$ cat config.mk
export PLATFORM = sky130hd
export DESIGN_NAME = div_sequencer
export DESIGN_NICKNAME = d
export VERILOG_FILES = /design/src/rtl/div_sequencer.sv
export SDC_FILE = /design/constraint.sdc
export NUM_CORES = 1
export LEC_CHECK = 0
export BUFFER_PORTS_ARGS = -buffer_cell sky130_fd_sc_hd__buf_4
export CAP_MARGIN = 20
export CORE_AREA = 2 2 116 203
export CTS_CLUSTER_DIAMETER = 100
export DETAILED_ROUTE_END_ITERATION = 6
export DIE_AREA = 0 0 118 205
export MAX_ROUTING_LAYER = met4
export PLACE_DENSITY = 0.67
export SLEW_MARGIN = 10
export SYNTH_ARGS = -nofsm -noshare
export SYNTH_HDL_FRONTEND = slang
export SYNTH_SLANG_ARGS = --single-unit
$ cat constraint.sdc
create_clock -name CLK -period 3.6 [get_ports CLK]
set_input_delay 1.08 -clock CLK [delete_from_list [all_inputs] [get_ports CLK]]
set_output_delay 1.08 -clock CLK [all_outputs]
set_load 0.02 [all_outputs]
$ cat src/rtl/div_sequencer.sv
`timescale 1ns/1ps
`default_nettype none
// ============================================================================
//  div_sequencer : restoring shift-subtract divider controller for RV32M
//                  DIV/DIVU/REM/REMU. Optional macro DIV_EARLY_OUT_EN enables
//                  a one-cycle shortcut when |dividend| < |divisor|.
//  Revision 1.0
// ============================================================================
module div_sequencer #(
   parameter int WIDTH = 32
) (
   input  logic             CLK,
   input  logic             RESET,
   input  logic             start,
   input  logic [1:0]       op,
   input  logic [WIDTH-1:0] dividend,
   input  logic [WIDTH-1:0] divisor,
   input  logic             flush,
   output logic             stall,
   output logic             done,
   output logic [WIDTH-1:0] result,
   output logic             zero_division,
   output logic             overflow_signed_div
);

   localparam int CW = (WIDTH > 1) ? $clog2(WIDTH) : 1;
   localparam logic [WIDTH-1:0] MIN_VAL  = {1'b1, {(WIDTH-1){1'b0}}};
   localparam logic [WIDTH-1:0] ALL_ONES = {WIDTH{1'b1}};

   typedef enum logic [1:0] {
      S_IDLE = 2'd0,
      S_CALC = 2'd1,
      S_FIX  = 2'd2,
      S_DONE = 2'd3
   } state_t;

   state_t           state_q, state_d;
   logic [1:0]       op_q, op_d;
   logic             dvd_neg_q, dvd_neg_d;
   logic             dvs_neg_q, dvs_neg_d;
   logic [WIDTH-1:0] rem_q, rem_d;
   logic [WIDTH-1:0] quo_q, quo_d;
   logic [WIDTH-1:0] dvs_q, dvs_d;
   logic [CW-1:0]    cnt_q, cnt_d;
   logic [WIDTH-1:0] result_q, result_d;
   logic             zdiv_q, zdiv_d;
   logic             ovf_q, ovf_d;

   logic             w_signed, w_dvd_neg, w_dvs_neg, w_accept, w_ge;
   logic [WIDTH-1:0] w_abs_dvd, w_abs_dvs, w_quo_fix, w_rem_fix;
   logic [WIDTH:0]   w_rem_sh, w_trial;
   logic             w_unused;

   assign w_signed  = ~op[0];
   assign w_dvd_neg = w_signed & dividend[WIDTH-1];
   assign w_dvs_neg = w_signed & divisor[WIDTH-1];
   assign w_abs_dvd = w_dvd_neg ? -dividend : dividend;
   assign w_abs_dvs = w_dvs_neg ? -divisor  : divisor;
   assign w_accept  = start & ~flush & ((state_q == S_IDLE) | (state_q == S_DONE));

   // Remainder is kept one bit wider during the trial so unsigned divisors
   // above 2^(WIDTH-1) do not lose the shifted-out MSB.
   assign w_rem_sh = {rem_q, quo_q[WIDTH-1]};
   assign w_trial  = w_rem_sh - {1'b0, dvs_q};
   assign w_ge     = (w_rem_sh >= {1'b0, dvs_q});
   assign w_unused = w_trial[WIDTH];

   assign w_quo_fix = (~op_q[0] & (dvd_neg_q ^ dvs_neg_q)) ? -quo_q : quo_q;
   assign w_rem_fix = (~op_q[0] & dvd_neg_q) ? -rem_q : rem_q;

   always_comb begin
      state_d   = state_q;
      op_d      = op_q;
      dvd_neg_d = dvd_neg_q;
      dvs_neg_d = dvs_neg_q;
      rem_d     = rem_q;
      quo_d     = quo_q;
      dvs_d     = dvs_q;
      cnt_d     = cnt_q;
      result_d  = result_q;
      zdiv_d    = zdiv_q;
      ovf_d     = ovf_q;

      case (state_q)
         S_IDLE, S_DONE: begin
            state_d = S_IDLE;
            if (w_accept) begin
               op_d      = op;
               dvd_neg_d = w_dvd_neg;
               dvs_neg_d = w_dvs_neg;
               if (divisor == '0) begin
                  state_d  = S_DONE;
                  result_d = op[1] ? dividend : ALL_ONES;
                  zdiv_d   = 1'b1;
                  ovf_d    = 1'b0;
               end else if (w_signed && dividend == MIN_VAL && divisor == ALL_ONES) begin
                  state_d  = S_DONE;
                  result_d = op[1] ? '0 : MIN_VAL;
                  zdiv_d   = 1'b0;
                  ovf_d    = 1'b1;
               end
`ifdef DIV_EARLY_OUT_EN
               else if (w_abs_dvd < w_abs_dvs) begin
                  state_d  = S_DONE;
                  result_d = op[1] ? dividend : '0;
                  zdiv_d   = 1'b0;
                  ovf_d    = 1'b0;
               end
`endif
               else begin
                  state_d = S_CALC;
                  quo_d   = w_abs_dvd;
                  dvs_d   = w_abs_dvs;
                  rem_d   = '0;
                  cnt_d   = '0;
               end
            end
         end
         S_CALC: begin
            quo_d = {quo_q[WIDTH-2:0], w_ge};
            rem_d = w_ge ? w_trial[WIDTH-1:0] : w_rem_sh[WIDTH-1:0];
            cnt_d = cnt_q + 1'b1;
            if (cnt_q == CW'(WIDTH-1)) begin
               state_d = S_FIX;
            end
         end
         S_FIX: begin
            result_d = op_q[1] ? w_rem_fix : w_quo_fix;
            zdiv_d   = 1'b0;
            ovf_d    = 1'b0;
            state_d  = S_DONE;
         end
         default: state_d = S_IDLE;
      endcase

      if (flush) begin
         state_d = S_IDLE;
      end
   end

   always_ff @(posedge CLK or negedge RESET) begin
      if (!RESET) begin
         state_q   <= S_IDLE;
         op_q      <= '0;
         dvd_neg_q <= 1'b0;
         dvs_neg_q <= 1'b0;
         rem_q     <= '0;
         quo_q     <= '0;
         dvs_q     <= '0;
         cnt_q     <= '0;
         result_q  <= '0;
         zdiv_q    <= 1'b0;
         ovf_q     <= 1'b0;
      end else begin
         state_q   <= state_d;
         op_q      <= op_d;
         dvd_neg_q <= dvd_neg_d;
         dvs_neg_q <= dvs_neg_d;
         rem_q     <= rem_d;
         quo_q     <= quo_d;
         dvs_q     <= dvs_d;
         cnt_q     <= cnt_d;
         result_q  <= result_d;
         zdiv_q    <= zdiv_d;
         ovf_q     <= ovf_d;
      end
   end

   assign stall               = (state_q == S_CALC) | (state_q == S_FIX);
   assign done                = (state_q == S_DONE);
   assign result              = result_q;
   assign zero_division       = zdiv_q;
   assign overflow_signed_div = ovf_q;

endmodule
`default_nettype wire

==> impl.org <==
** Timing
- The worst pin sits at a relative slew slack of 0.507.
- Period Utilization, post-route :: 0.944
- Clock skew on the completed layout was measured at 6.41 ps.
- The worst path meets setup with 202 ps of slack.
- Number of pins with negative max-slew slack in the final report :: 0
- Adding up every negative setup slack in the final design gives 0 ps.
- Count of final hold-check violations :: 0
- Setup repair after global routing left no endpoint under its margin.
- Worst Max-Slew Pin Slew :: ~730 ps
- The worst path in the final design needs a cycle of 3400 ps, including I/O delays and setup.
- Setup violations remaining at the end of the flow were counted as 0.
- Peak clock frequency supported by timing :: 294 MHz

** Worst hold path
- The worst hold path belongs to the class reg -> reg.
- Number of cells on the worst hold path :: 2

** Synthesis
- Of the post-synthesis cell area, the dominant cell type holds 0.318.
- The largest total area in the synthesized netlist belongs to sky130_fd_sc_hd__dfrtp_1.
- Share of synthesized flip-flops with an asynchronous set or reset :: 1.00
- After synthesis the cells add up to 0.0111 mm^2.
- The synthesized design contains 0 enable-type register cells.
- Cell count after synthesis :: about 1400
- Share of synthesized area occupied by flip-flops and latches :: 0.318
- Number of register bits inferred by synthesis :: between 100 and 150
- Dividing the synthesized area by the synthesized cell count gives a little under 8 um^2.
- Synth Warn # :: 0
- By area the synthesized netlist is led by sky130_fd_sc_hd__dfrtp_1 (32%), sky130_fd_sc_hd__nor2_1 (6.4%), sky130_fd_sc_hd__xnor2_1 (5.8%).
- Counting every net in the synthesized netlist gives roughly 1500.
- The netlist uses between 70 and 80 different library cells.
- For this run, the leading register cell type out of synthesis is sky130_fd_sc_hd__dfrtp_1.

** Pwr
- Power spread over the standard cell area amounts to approximately 740 mW/mm^2.
- VDD sags by at most around 410 uV.
- Static leakage :: about 6 nW

** Clock network
- Clock latency at the later pin of the worst-skew pair :: between 400 and 500 ps
- In this run, CTS created clock tree buffers numbering 17.
- Cell at the root of the clock tree :: sky130_fd_sc_hd__clkbuf_16
- Sink Count :: 141
- TritonCTS built the clock tree.
- # hold bufs at CTS :: 0
- No sink is reached through more buffers than the 2 on the longest clock path.
- Post-CTS clock slew at the launch and capture registers of the worst setup and hold paths :: around 60 ps
- The clock tree synthesis step divided the H-tree into 4 levels.

** Worst setup path
- In this run the worst path has a maximum fanout of 24.
- Arrival time worst endpoint :: between 3000 and 4000 ps
- The worst setup path is launched from a flip-flop.
- CP Capture Type :: flip-flop
- At the worst endpoint, the required time is 3960 ps.
- Crit Path Class :: reg -> reg
- The worst register-to-register path has a depth of 12.

** Global route
- Global-route wire length before repair :: 57.9 mm
- The via count of the first global-routing pass was roughly 11000.
- Maximum number of pins on one net before global-route repair :: 70
- The initial antenna violation count came to 0.
- GRT overflow :: 0
- Total track usage :: 0.316

** Routing
- The first detailed-routing pass ran for 7 iterations.
- WL final :: around 37 mm
- The count of nets left with antenna violations once routing finished came out at 0.
- In the final routed layout, each cell accounts on average for 19.6 um.
- Number of vias in the routed layout :: 11245
- The detailed router finished its first iteration with 950 violations.
- Vias per Instance :: 5.99
- After detailed routing, the number of remaining DRC violations is 0.

** Finish
- The finished cells cover 0.0135 mm^2.
- Relative to the synthesized area, the layout overhead comes to 21.5%.
- The net count of the finished layout is 1678.
- Post-Route Utilization :: 0.597
- Final antenna diode count :: 0
- In the final layout, the share of cells above drive strength 1 is 0.167.
- Final instance count without filler cells :: around 1900

** Placed design
- Timing analysis after detailed placement gives a worst setup slack of -92.2 ps.
- The count of buffers added on input and output ports is 105.
- Routability-driven placement finished with a final weighted congestion of around 0.98.
- Detailed placement ended at an HPWL of 28.7 mm.
- Number of placed cells counting well taps :: between 1500 and 2000
- Placed cell areas :: between 0.01 and 0.015 mm^2

** Floorplanning
- From left edge to right edge, the die measures ~120 um.
- Number of rows in the core area :: 73
- The floorplan step set the die height to a little over 200 um.
- Total Die Area :: between 0.02 and 0.025 mm^2
- Core Region :: ~0.023 mm^2
- Starting density of the core :: 0.492
- Number of I/O pins :: 106

** Job
- The tool flagged a number of max-cap violations equal to 0.

** Outcome
- The run finished with clean final reports.
==> synthesized netlist by cell type, types with 3 or more instances <==
master and instances:
sky130_fd_sc_hd__nor2_1 188, sky130_fd_sc_hd__nand2_1 143, sky130_fd_sc_hd__dfrtp_1 141, sky130_fd_sc_hd__o21ai_0 123, sky130_fd_sc_hd__a21oi_1 110, sky130_fd_sc_hd__xnor2_1 73
sky130_fd_sc_hd__xor2_1 70, sky130_fd_sc_hd__inv_1 63, sky130_fd_sc_hd__clkbuf_1 54, sky130_fd_sc_hd__ha_1 42, sky130_fd_sc_hd__o22ai_1 34, sky130_fd_sc_hd__a31oi_1 33
sky130_fd_sc_hd__buf_2 24, sky130_fd_sc_hd__o211ai_1 24, sky130_fd_sc_hd__o31ai_1 24, sky130_fd_sc_hd__nor3_1 21, sky130_fd_sc_hd__nand3_1 17, sky130_fd_sc_hd__o21ai_1 17
sky130_fd_sc_hd__nand4_1 16, sky130_fd_sc_hd__nor4_1 16, sky130_fd_sc_hd__o41ai_1 16, sky130_fd_sc_hd__mux2i_1 14, sky130_fd_sc_hd__a21o_1 13, sky130_fd_sc_hd__or3_1 13
sky130_fd_sc_hd__o21a_1 11, sky130_fd_sc_hd__or4_1 11, sky130_fd_sc_hd__nand2b_1 10, sky130_fd_sc_hd__nor2b_1 9, sky130_fd_sc_hd__a22oi_1 8, sky130_fd_sc_hd__buf_1 6
sky130_fd_sc_hd__o21bai_1 5, sky130_fd_sc_hd__a211o_1 4, sky130_fd_sc_hd__and4_1 4, sky130_fd_sc_hd__a211oi_1 3, sky130_fd_sc_hd__a221oi_1 3, sky130_fd_sc_hd__a41oi_1 3
sky130_fd_sc_hd__and3_1 3, sky130_fd_sc_hd__or2_2 3, sky130_fd_sc_hd__or4_4 3
==> worst paths after layout <==
check,from,end,slack [ps]
max reg2reg,rem_q[5],rem_q[30],200
min in group asynchronous,RESET,result[22],650
max,rem_q[5],rem_q[30],200
min,overflow_signed_div,overflow_signed_div,470
max in group asynchronous,RESET,quo_q[31],2160
min reg2reg,overflow_signed_div,overflow_signed_div,470
==> layout by cell type, fill, tap and decap left out, types with 13 or more instances in the layout <==
| cell type | instances |
|---|---|
| sky130_fd_sc_hd__nor3_1 | 21 |
| sky130_fd_sc_hd__dfrtp_1 | 141 |
| sky130_fd_sc_hd__o211ai_1 | 24 |
| sky130_fd_sc_hd__inv_1 | 63 |
| sky130_fd_sc_hd__o21ai_1 | 16 |
| sky130_fd_sc_hd__nand2_1 | 143 |
| sky130_fd_sc_hd__or3_1 | 13 |
| sky130_fd_sc_hd__nor2_1 | 188 |
| sky130_fd_sc_hd__clkbuf_16 | 17 |
| sky130_fd_sc_hd__mux2i_1 | 14 |
| sky130_fd_sc_hd__o41ai_1 | 16 |
| sky130_fd_sc_hd__ha_1 | 42 |
| sky130_fd_sc_hd__a21o_1 | 13 |
| sky130_fd_sc_hd__xor2_1 | 70 |
| sky130_fd_sc_hd__o22ai_1 | 33 |
| sky130_fd_sc_hd__buf_4 | 200 |
| sky130_fd_sc_hd__o31ai_1 | 24 |
| sky130_fd_sc_hd__nand3_1 | 17 |
| sky130_fd_sc_hd__o21ai_0 | 123 |
| sky130_fd_sc_hd__a31oi_1 | 33 |
| sky130_fd_sc_hd__nor4_1 | 16 |
| sky130_fd_sc_hd__nand4_1 | 16 |
| sky130_fd_sc_hd__a21oi_1 | 110 |
| sky130_fd_sc_hd__xnor2_1 | 73 |
==> kinds of logic after synthesis <==
group | synth area share
adders and majority gates | 0.0492
DFF | 0.318
xor gates and xnor gates | 0.113
muxes | 0.0157
and+or+nand+nor | 0.198
AOI/OAI and AO/OA | 0.251
buffers and inverters | 0.0556
==> sequential cells by signal (all words and copies together) (netlist names) <==
signal,flops
quo_q,32
state_q,2
result,32
dvs_neg_q,1
op_q,2
dvs_q,32
rem_q,32
zero_division,1
cnt_q,5
overflow_signed_div,1
dvd_neg_q,1
==> critical path, cell delays in order, from the launching register on <==
cell and delay [ps]:
sky130_fd_sc_hd__dfrtp_1 400, sky130_fd_sc_hd__ha_1 390, sky130_fd_sc_hd__a21oi_1 260, sky130_fd_sc_hd__o22ai_1 220, sky130_fd_sc_hd__a21oi_1 180, sky130_fd_sc_hd__a21boi_1 370
sky130_fd_sc_hd__o41ai_1 110, sky130_fd_sc_hd__buf_4 160, sky130_fd_sc_hd__a31o_1 230, sky130_fd_sc_hd__buf_12 170, sky130_fd_sc_hd__nor2_1 550, sky130_fd_sc_hd__a22oi_1 150
sky130_fd_sc_hd__o21ai_0 120
==> where the power goes <==
group	leakage (nW)	switching, mW	internal (mW)	total, mW
logic	3.88	3.22	2.12	5.33
registers	1.77	0.515	2.16	2.68
clock network	0.319	0.737	1.29	2.03
total	5.97	4.47	5.57	10.0
==> repair_timing <==
item	4_1_cts	5_1_grt
resized for setup	0	1
setup endpoints to repair	0	2
setup buffers	0	0
==> metal layers <==
metal  routed length, um  vias to the layer above  GRT usage
met3                1400                      119     0.0423
met2               19900                      382      0.583
met4                2300                        0      0.195
met5                   0                        -          -
li1                    -                     5355          -
met1               13300                     5389      0.312
==> stage by stage <==
stage | total power, mW | hold slack (ps)
finish | 10.0 | 471
global route | 10.7 | 499
CTS | 10.0 | 476
detailed placement | 7.97 | 463
global placement | 7.88 | 457
floorplan | 6.19 | 445
==> area by class of cell <==
class	count	area, um^2
fill	2130	9080
multi-input combinational	1131	6970
sequential	141	3530
timing repair buffer	210	1690
clock buffer	20	467
tap	300	375
inverter	64	240
clock inverter	12	208
Note: power is estimated with default switching activity, not from simulation.
